## src/rtl/id_exe_issue.sv

```systemverilog
// ID/EX issue stage: decodes an instruction, merges register and immediate
// operands, and registers the ALU command bundle with freeze/flush/bubble control.

module id_exe_issue_chk #(
    parameter int DW = 32
) (
    input logic          clk,
    input logic          rst,
    input logic          freeze,
    input logic          hazard,
    input logic          issue_ready,
    input logic          exe_valid,
    input logic [3:0]    exe_cmd,
    input logic [DW-1:0] exe_val1,
    input logic          exe_wb,
    input logic          exe_mem_r,
    input logic          exe_mem_w,
    input logic [1:0]    exe_br,
    input logic          illegal
);

    a_bubble_quiet: assert property (@(posedge clk) disable iff (rst)
        !exe_valid |-> (!exe_wb && !exe_mem_r && !exe_mem_w && exe_br == 2'd0 && exe_cmd == 4'd0));

    a_mem_exclusive: assert property (@(posedge clk) disable iff (rst)
        !(exe_mem_r && exe_mem_w));

    a_freeze_holds: assert property (@(posedge clk) disable iff (rst)
        freeze |=> ($stable(exe_valid) && $stable(exe_cmd) && $stable(exe_val1)));

    a_illegal_sticky: assert property (@(posedge clk) disable iff (rst)
        illegal |=> illegal);

    a_ready: assert property (@(posedge clk)
        issue_ready == (!freeze && !hazard));

endmodule

module id_exe_issue #(
    parameter int DW = 32,
    parameter int RW = 5
) (
    input  logic          clk,
    input  logic          rst,
    input  logic [31:0]   instr,
    input  logic [31:0]   pc_in,
    input  logic          in_valid,
    input  logic [DW-1:0] reg_val1,
    input  logic [DW-1:0] reg_val2,
    input  logic          hazard,
    input  logic          freeze,
    input  logic          flush,
    output logic          issue_ready,
    output logic          exe_valid,
    output logic [3:0]    exe_cmd,
    output logic [DW-1:0] exe_val1,
    output logic [DW-1:0] exe_val2,
    output logic [DW-1:0] exe_st_val,
    output logic [RW-1:0] exe_dest,
    output logic          exe_mem_r,
    output logic          exe_mem_w,
    output logic          exe_wb,
    output logic [1:0]    exe_br,
    output logic [31:0]   exe_pc,
    output logic          illegal
);

    localparam logic [5:0] OP_NOP  = 6'd0;
    localparam logic [5:0] OP_ADD  = 6'd1;
    localparam logic [5:0] OP_SUB  = 6'd3;
    localparam logic [5:0] OP_AND  = 6'd5;
    localparam logic [5:0] OP_OR   = 6'd6;
    localparam logic [5:0] OP_NOR  = 6'd7;
    localparam logic [5:0] OP_XOR  = 6'd8;
    localparam logic [5:0] OP_SLA  = 6'd9;
    localparam logic [5:0] OP_SLL  = 6'd10;
    localparam logic [5:0] OP_SRA  = 6'd11;
    localparam logic [5:0] OP_SRL  = 6'd12;
    localparam logic [5:0] OP_ADDI = 6'd32;
    localparam logic [5:0] OP_SUBI = 6'd33;
    localparam logic [5:0] OP_LD   = 6'd36;
    localparam logic [5:0] OP_ST   = 6'd37;
    localparam logic [5:0] OP_BEZ  = 6'd40;
    localparam logic [5:0] OP_BNE  = 6'd41;
    localparam logic [5:0] OP_JMP  = 6'd42;

    localparam logic [DW-1:0] ZERO_DW = {DW{1'b0}};

    typedef struct packed {
        logic          valid;
        logic [3:0]    cmd;
        logic [DW-1:0] val1;
        logic [DW-1:0] val2;
        logic [DW-1:0] st_val;
        logic [RW-1:0] dest;
        logic          mem_r;
        logic          mem_w;
        logic          wb;
        logic [1:0]    br;
        logic [31:0]   pc;
    } bundle_t;

    localparam bundle_t BUBBLE = {$bits(bundle_t){1'b0}};

    logic [5:0]    opcode_s;
    logic [DW-1:0] imm_ext_s;
    logic [3:0]    dec_cmd_s;
    logic          dec_imm_s;
    logic          dec_wb_s;
    logic          dec_mem_r_s;
    logic          dec_mem_w_s;
    logic          dec_jmp_s;
    logic          dec_nop_s;
    logic          dec_undef_s;
    logic [1:0]    dec_br_s;
    logic          take_s;
    bundle_t       dec_s;
    bundle_t       next_s;
    bundle_t       exe_r;
    logic          flush_pend_r;
    logic          illegal_r;
    logic          unused_s;

    assign opcode_s  = instr[31:26];
    assign imm_ext_s = {{(DW-16){instr[15]}}, instr[15:0]};
    // src1 is consumed by the register file, not here
    assign unused_s  = ^instr[20:16];

    // A pending flush from a frozen cycle kills the next issue just like a live flush.
    assign take_s      = in_valid & ~hazard & ~flush & ~flush_pend_r;
    assign issue_ready = ~freeze & ~hazard;

    // Opcode decode into command and control flags.
    always_comb begin
        dec_cmd_s   = 4'b0000;
        dec_imm_s   = 1'b0;
        dec_wb_s    = 1'b0;
        dec_mem_r_s = 1'b0;
        dec_mem_w_s = 1'b0;
        dec_jmp_s   = 1'b0;
        dec_nop_s   = 1'b0;
        dec_undef_s = 1'b0;
        dec_br_s    = 2'd0;
        case (opcode_s)
            OP_ADD:  begin dec_cmd_s = 4'b0000; dec_wb_s = 1'b1; end
            OP_SUB:  begin dec_cmd_s = 4'b0010; dec_wb_s = 1'b1; end
            OP_AND:  begin dec_cmd_s = 4'b0100; dec_wb_s = 1'b1; end
            OP_OR:   begin dec_cmd_s = 4'b0101; dec_wb_s = 1'b1; end
            OP_NOR:  begin dec_cmd_s = 4'b0110; dec_wb_s = 1'b1; end
            OP_XOR:  begin dec_cmd_s = 4'b0111; dec_wb_s = 1'b1; end
            OP_SLA:  begin dec_cmd_s = 4'b1000; dec_wb_s = 1'b1; end
            OP_SLL:  begin dec_cmd_s = 4'b1000; dec_wb_s = 1'b1; end
            OP_SRA:  begin dec_cmd_s = 4'b1001; dec_wb_s = 1'b1; end
            OP_SRL:  begin dec_cmd_s = 4'b1010; dec_wb_s = 1'b1; end
            OP_ADDI: begin dec_cmd_s = 4'b0000; dec_imm_s = 1'b1; dec_wb_s = 1'b1; end
            OP_SUBI: begin dec_cmd_s = 4'b0010; dec_imm_s = 1'b1; dec_wb_s = 1'b1; end
            OP_LD:   begin dec_imm_s = 1'b1; dec_mem_r_s = 1'b1; dec_wb_s = 1'b1; end
            OP_ST:   begin dec_imm_s = 1'b1; dec_mem_w_s = 1'b1; end
            OP_BEZ:  begin dec_imm_s = 1'b1; dec_br_s = 2'd1; end
            OP_BNE:  begin dec_imm_s = 1'b1; dec_br_s = 2'd2; end
            OP_JMP:  begin dec_imm_s = 1'b1; dec_br_s = 2'd3; dec_jmp_s = 1'b1; end
            OP_NOP:  begin dec_nop_s = 1'b1; end
            default: begin dec_nop_s = 1'b1; dec_undef_s = 1'b1; end
        endcase
    end

    // Operand merge: NOPs carry no data; stores write back nothing and address with src2.
    always_comb begin
        dec_s       = BUBBLE;
        dec_s.valid = 1'b1;
        dec_s.cmd   = dec_cmd_s;
        dec_s.wb    = dec_wb_s;
        dec_s.mem_r = dec_mem_r_s;
        dec_s.mem_w = dec_mem_w_s;
        dec_s.br    = dec_br_s;
        dec_s.pc    = pc_in;
        if (dec_nop_s) begin
            dec_s.val1   = ZERO_DW;
            dec_s.val2   = ZERO_DW;
            dec_s.st_val = ZERO_DW;
            dec_s.dest   = {RW{1'b0}};
        end else begin
            if (dec_jmp_s) begin
                dec_s.val1 = ZERO_DW;
            end else begin
                dec_s.val1 = reg_val1;
            end
            if (dec_imm_s) begin
                dec_s.val2 = imm_ext_s;
            end else begin
                dec_s.val2 = reg_val2;
            end
            if (dec_mem_w_s) begin
                dec_s.dest   = instr[11 +: RW];
                dec_s.st_val = reg_val2;
            end else begin
                dec_s.dest   = instr[21 +: RW];
                dec_s.st_val = ZERO_DW;
            end
        end
    end

    // Select between the decoded bundle and a bubble.
    always_comb begin
        next_s = BUBBLE;
        if (take_s) begin
            next_s = dec_s;
        end else begin
            next_s = BUBBLE;
        end
    end

    // ID/EX pipeline register with freeze hold and one-deep flush memory.
    always_ff @(posedge clk) begin
        if (rst) begin
            exe_r        <= BUBBLE;
            flush_pend_r <= 1'b0;
            illegal_r    <= 1'b0;
        end else if (freeze) begin
            exe_r        <= exe_r;
            flush_pend_r <= flush_pend_r | flush;
            illegal_r    <= illegal_r;
        end else begin
            exe_r        <= next_s;
            flush_pend_r <= 1'b0;
            illegal_r    <= illegal_r | (take_s & dec_undef_s);
        end
    end

    assign exe_valid  = exe_r.valid;
    assign exe_cmd    = exe_r.cmd;
    assign exe_val1   = exe_r.val1;
    assign exe_val2   = exe_r.val2;
    assign exe_st_val = exe_r.st_val;
    assign exe_dest   = exe_r.dest;
    assign exe_mem_r  = exe_r.mem_r;
    assign exe_mem_w  = exe_r.mem_w;
    assign exe_wb     = exe_r.wb;
    assign exe_br     = exe_r.br;
    assign exe_pc     = exe_r.pc;
    assign illegal    = illegal_r;

    id_exe_issue_chk #(.DW(DW)) u_chk (
        .clk         (clk),
        .rst         (rst),
        .freeze      (freeze),
        .hazard      (hazard),
        .issue_ready (issue_ready),
        .exe_valid   (exe_valid),
        .exe_cmd     (exe_cmd),
        .exe_val1    (exe_val1),
        .exe_wb      (exe_wb),
        .exe_mem_r   (exe_mem_r),
        .exe_mem_w   (exe_mem_w),
        .exe_br      (exe_br),
        .illegal     (illegal)
    );

endmodule

```

## config.mk

```make
export PLATFORM = sky130hd
export DESIGN_NAME = id_exe_issue
export DESIGN_NICKNAME = d
export VERILOG_FILES = /design/src/rtl/id_exe_issue.sv
export SDC_FILE = /design/constraint.sdc
export NUM_CORES = 1
export LEC_CHECK = 0
export ABC_AREA = 1
export BUFFER_PORTS_ARGS = -buffer_cell sky130_fd_sc_hd__buf_4
export CAP_MARGIN = 20
export CORE_MARGIN = 3
export CORE_UTILIZATION = 45
export DETAILED_ROUTE_END_ITERATION = 12
export PLACE_DENSITY = 0.8
export SLEW_MARGIN = 20
export SYNTH_ARGS = -nofsm -noshare
export SYNTH_HDL_FRONTEND = slang
export SYNTH_HIERARCHICAL = 1
export SYNTH_SLANG_ARGS = --single-unit
```

## constraint.sdc

```tcl
create_clock -name clk -period 5.1 [get_ports clk]
set_clock_uncertainty 0.2 [all_clocks]
set_input_delay 1.02 -clock clk [delete_from_list [all_inputs] [get_ports clk]]
set_output_delay 1.02 -clock clk [all_outputs]
set_load 0.005 [all_outputs]
```

== After elaboration in Yosys (flattened, before gate mapping) ==
Index checks and enable logic that the tools add are counted.

* Add/sub/neg operators: 0
* Multiply operators: 0
* Divide/modulo/power cells: 0
* $lt $le $gt $ge: 0
* Equality and inequality tests: 17
* Shift-type cells: 0
* Muxes and demuxes: 13
* Bitwise logic cells: 11
* Reduce and logical (&&, ||, !) cells: 8

{| class="wikitable"
|+ Operator list
! cell !! number
|-
| 143-bit 2-to-1 mux || 1
|-
| 101-bit 2-to-1 mux || 1
|-
| 32-bit 2-to-1 mux || 2
|-
| 6-bit equality test, second input constant || 7
|-
| 37-bit 2-to-1 mux || 1
|-
| 4-bit one-hot mux with 8 select lines || 1
|-
| 6-bit by 4-bit equality test with 1-bit output, second input constant || 5
|-
| 6-bit by 3-bit equality test with 1-bit output, second input constant || 3
|-
| 18-bit OR reduction || 1
|-
| 17-bit OR reduction || 1
|-
| 13-bit OR reduction || 1
|-
| 7-bit OR reduction || 1
|-
| 6-bit by 1-bit equality test with 1-bit output, second input constant || 1
|-
| 6-bit by 2-bit equality test with 1-bit output, second input constant || 1
|-
| 6-bit zero test || 1
|-
| 1-bit 2-to-1 mux || 6
|-
| 2-bit one-hot mux with 3 select lines || 1
|-
| 2-bit OR reduction || 3
|-
| 1-bit bitwise AND || 5
|-
| 1-bit NOT || 4
|-
| 1-bit OR || 2
|}

* Bits in registers: 145
* Bits in latches: 0
* Bits in writable memories: 0
* ROM bits: 0
* Bits of input ports: 134
* Output and inout bits: 145
* Logic and storage cells: 62
* Memories: 0

== Logic depth before layout (Yosys ltp) ==
* Depth after elaboration: 6
* Depth in mapped cells: 12
* Gate-level depth less buffers: 10

== Least setup slack after synthesis ==
No wires, ideal clock.

* Kind: input -> output
* Start point: input port freeze
* End point: output port issue_ready
* Arrival time: 1.156 ns
* Data required time: 3.880 ns
* Slack: 2.724 ns
* Stages on the path: 1
* Path buffers: 0
* Cell sequence: nor2_1

* Word-level cells in the longest chain between the ends: 2

{| class="wikitable"
|+ RTL lines
! item !! line !! RTL
|-
| start, declared || 51 || <nowiki>input logic freeze,</nowiki>
|-
| 1-bit NOT (no line) || -- ||
|-
| 1-bit bitwise AND || 131 || <nowiki>assign issue_ready = ~freeze & ~hazard;</nowiki>
|-
| end, declared || 53 || <nowiki>output logic issue_ready,</nowiki>
|}

Every way passes these cells.

== Worst setup path after layout ==
* Start point: input port flush
* End point: register exe_r (netlist bit exe_st_val[27])

* Word-level cells in the longest chain between the ends: 4

{| class="wikitable"
|+ RTL lines
! item !! line !! RTL
|-
| start, declared || 52 || <nowiki>input logic flush,</nowiki>
|-
| 1-bit NOT || 130 || <nowiki>assign take_s = in_valid & ~hazard & ~flush & ~flush_pend_r;</nowiki>
|-
| 1-bit bitwise AND (2 in a row) || 130 ||
|-
| 143-bit 2-to-1 mux || 206 || <nowiki>if (take_s) begin</nowiki>
|-
| end signal, assigned || 220 || <nowiki>exe_r <= exe_r;</nowiki>
|-
| end signal, assigned || 224 || <nowiki>exe_r <= next_s;</nowiki>
|-
| end, declared || 119 || <nowiki>bundle_t exe_r;</nowiki>
|}

Every way passes these cells.
A chain may end at the register's enable or synchronous reset.

==> impl_metrics.tcl <==
set metrics [dict create \
    multi_input_area_um2 2127 \
    synth_xor_xnor_area_share 0 \
    syn_avg_cell_area_um2 8.198 \
    clock_path_buffers 2 \
    clock_latency_ps 410 \
    instances_no_fill 1075 \
    dpl-instance-area_um2 7487 \
    fmax_mhz 302.5 \
    synth_compound_area_frac 0.1166 \
    p_per_area_nw_per_um2 315.0 \
    path_delay_family "simple AND/OR/NAND/NOR gates" \
    synthSimpleGateAreaFrac 0.2667 \
    max_stage_delay_ps 780 \
    slew_violations 0 \
    yosysWarnings 6 \
    ctsResizeCount 0 \
    wl_um 16470 \
    detail-route-antenna-nets 0 \
    final_nets 1053 \
    design_area_um2 8084 \
    antenna_cells 0 \
    rsz0062_at_grt "false" \
    fill_cells 962 \
    post-cts-setup-buffers 0 \
    synth.most_common_cell "nand2_1" \
    critPathCaptureType "flop" \
    finish.utilization 0.6961 \
    startpoint "flush" \
    synth-adder-area-share 0 \
    min_period_over_period 0.6481 \
    path_class "primary input to flop" \
    drive_gt1_frac 0.3584 \
    grt_pass1_vias 4984 \
    wl_per_cell_um 15.32 \
    cts_root_buffer "clkbuf_16" \
    synth.net_count 795 \
    die_w_um 115.7 \
    setup_tns_ps 0 \
    viasPerCell 4.976 \
    holdPathEnd "exe_val1[11]$_SDFFE_PP0N_" \
    mappedNetlistArea_um2 5419 \
    die_area_um2 13390 \
    numClockSinks 145 \
    regArea_um2 2903 \
    cts_buffers 17 \
    path_cells "buf_4, nor2_1, nand3_1, or2_1, inv_2, nand2_1, o21ai_0" \
    die_y_um 115.7 \
    power.total_mw 2.547 \
    area_delta_synth_final_pct 49.18 \
    gp_congestion 0.8575 \
    status "complete, no violations" \
    track_usage 0.2392 \
    leakage_nw 4.180 \
    ys_seq_elements 145 \
    cp.required_ps 5210 \
    relSlewSlack 0.2949 \
    dr.pass1.iters 4 \
    synth_mux_area_frac 0.007389 \
    r2r-start "flush_pend_r$_SDFF_PP0_" \
    synth_top_family_by_area "simple AND/OR/NAND/NOR gates" \
    clkSlewWorstSetupHoldPaths_ps 60 \
    rows 39 \
    synth.top_cell.area_share 0.5357 \
    tightest_slew_ps 1055 \
    grt_max_degree 96 \
    initial_core_util 0.4666 \
    drt_iter0_drc 360 \
    dpl.hpwl_um 11540 \
    yosys-top-cells-area "dfxtp_1, nand2_1, a22o_1, nand3_1, o21ai_0" \
    ys_seq_area_frac 0.5357 \
    finalHoldViolCount 0 \
    crit_arrival_ps 3410 \
    grt_pass1_wl_um 25110 \
    min_from "exe_val1[11]$_SDFFE_PP0N_" \
    ys.flop_type "dfxtp_1" \
    antenna_found_initial 0 \
    drc 0 \
    ir_drop_mv 0.2283 \
    synth_edf_count 0 \
    cts_tree "built" \
    ioPinCount 279 \
    yosysTopAreaCell "dfxtp_1" \
    period_needed_ps 3305 \
    worst-r2r-setup-slack_ps 2210 \
    cp-start-kind "primary input" \
    synth_cells 661 \
    r2r_cells 6 \
    hold_path_class "flop to flop" \
    core-area_um2 11610 \
    critPathBufInv 2 \
    path_max_fanout 33 \
    yosysUniqueCellTypes 31 \
    r2r-end "exe_st_val[27]$_SDFFE_PP0N_" \
    globalRouteOverflowTotal 0 \
    async_flop_share 0 \
    portBuffers 273 \
    dp_cells 1043 \
    via_count 5349 \
    holdPathStages 2 \
    cts_max_level 4 \
    synth_common_cells "nand2_1, dfxtp_1, nand3_1, o21ai_0, inv_1" \
    finalSetupViolCount 0 \
    cp_slowest_cell "nand2_1" \
    ctsHoldBuffers 0 \
    cap_violations 0 \
]
-- logic make-up (layout without fill, tap and decap cells) --
group	count (synthesis)	after routing
mux	4	4
compound gates	99	99
buf+inv	89	360
flops	145	145
simple gates	324	324
-- placed cells by master (no fill, tap or decap), drive strengths merged, types with 5 or more instances in the layout --
master  count
nand3      60
nand4      18
nor2       17
nor3        5
dfxtp     145
inv        49
nand2     221
clkinv      6
a22o       34
clkbuf     24
buf       279
o21ai      60
-- state kept, by name, summed over array words and instances, names as in the netlist --
| name | count |
|---|---|
| exe_br | 2 |
| exe_cmd | 4 |
| exe_dest | 5 |
| exe_mem_r | 1 |
| exe_mem_w | 1 |
| exe_pc | 32 |
| exe_st_val | 32 |
| exe_val1 | 32 |
| exe_val2 | 32 |
| exe_valid | 1 |
| exe_wb | 1 |
| flush_pend_r | 1 |
| illegal | 1 |
-- layout make-up --
cell class / instances / share of cell area
Clock buffer: 24 / 0.06454
Clock inverter: 8 / 0.009286
Inverter: 49 / 0.02275
Multi-Input combinational cell: 427 / 0.2631
Sequential cell: 145 / 0.3591
Tap cell: 143 / 0.02213
Timing Repair Buffer: 279 / 0.2591
-- how the worst max path moves through the flow --
stage / cells after the start / to / slack (ps)
finish: 7 / exe_st_val[27]$_SDFFE_PP0N_ / 1790
global placement: 7 / exe_st_val[27]$_SDFFE_PP0N_ / 1350
detailed placement: 7 / exe_st_val[27]$_SDFFE_PP0N_ / 1280
floorplan: 1 / issue_ready / 2720
global route: 7 / exe_st_val[15]$_SDFFE_PP0N_ / 1480
CTS: 7 / exe_st_val[27]$_SDFFE_PP0N_ / 1720
-- report_power, final --
group / total, mW / switching, mW / internal, mW
Combinational: 0.189 / 0.0942 / 0.0950
Clock: 1.21 / 0.453 / 0.760
Sequential: 1.14 / 0.00385 / 1.14
Total: 2.55 / 0.551 / 2.00
-- worst reg2reg max path: cells and delay by family (launching register included) --
family | cells | cell delay (ps)
compound gates | 1 | 420
buf+inv | 1 | 500
flops | 1 | 290
simple gates | 4 | 1380
-- routing by layer --
metal / track usage / routed length [um] / share of wire
met1: 0.2832 / 6624 / 0.40
met2: 0.3927 / 7789 / 0.47
met3: 0.09765 / 1676 / 0.10
met4: 0.08662 / 384 / 0.023
met5: 0 / 0 / 0
-- per-stage QoR --
| step | setup slack [ps] | hold slack, ps |
|---|---|---|
| after floorplan | 2724 | 247.9 |
| after global placement | 1352 | 237.4 |
| after detailed placement | 1280 | 240.1 |
| after CTS | 1720 | 252.4 |
| after global routing | 1480 | 271.9 |
| final | 1795 | 250.7 |
Power figures use the tool's default switching activity.
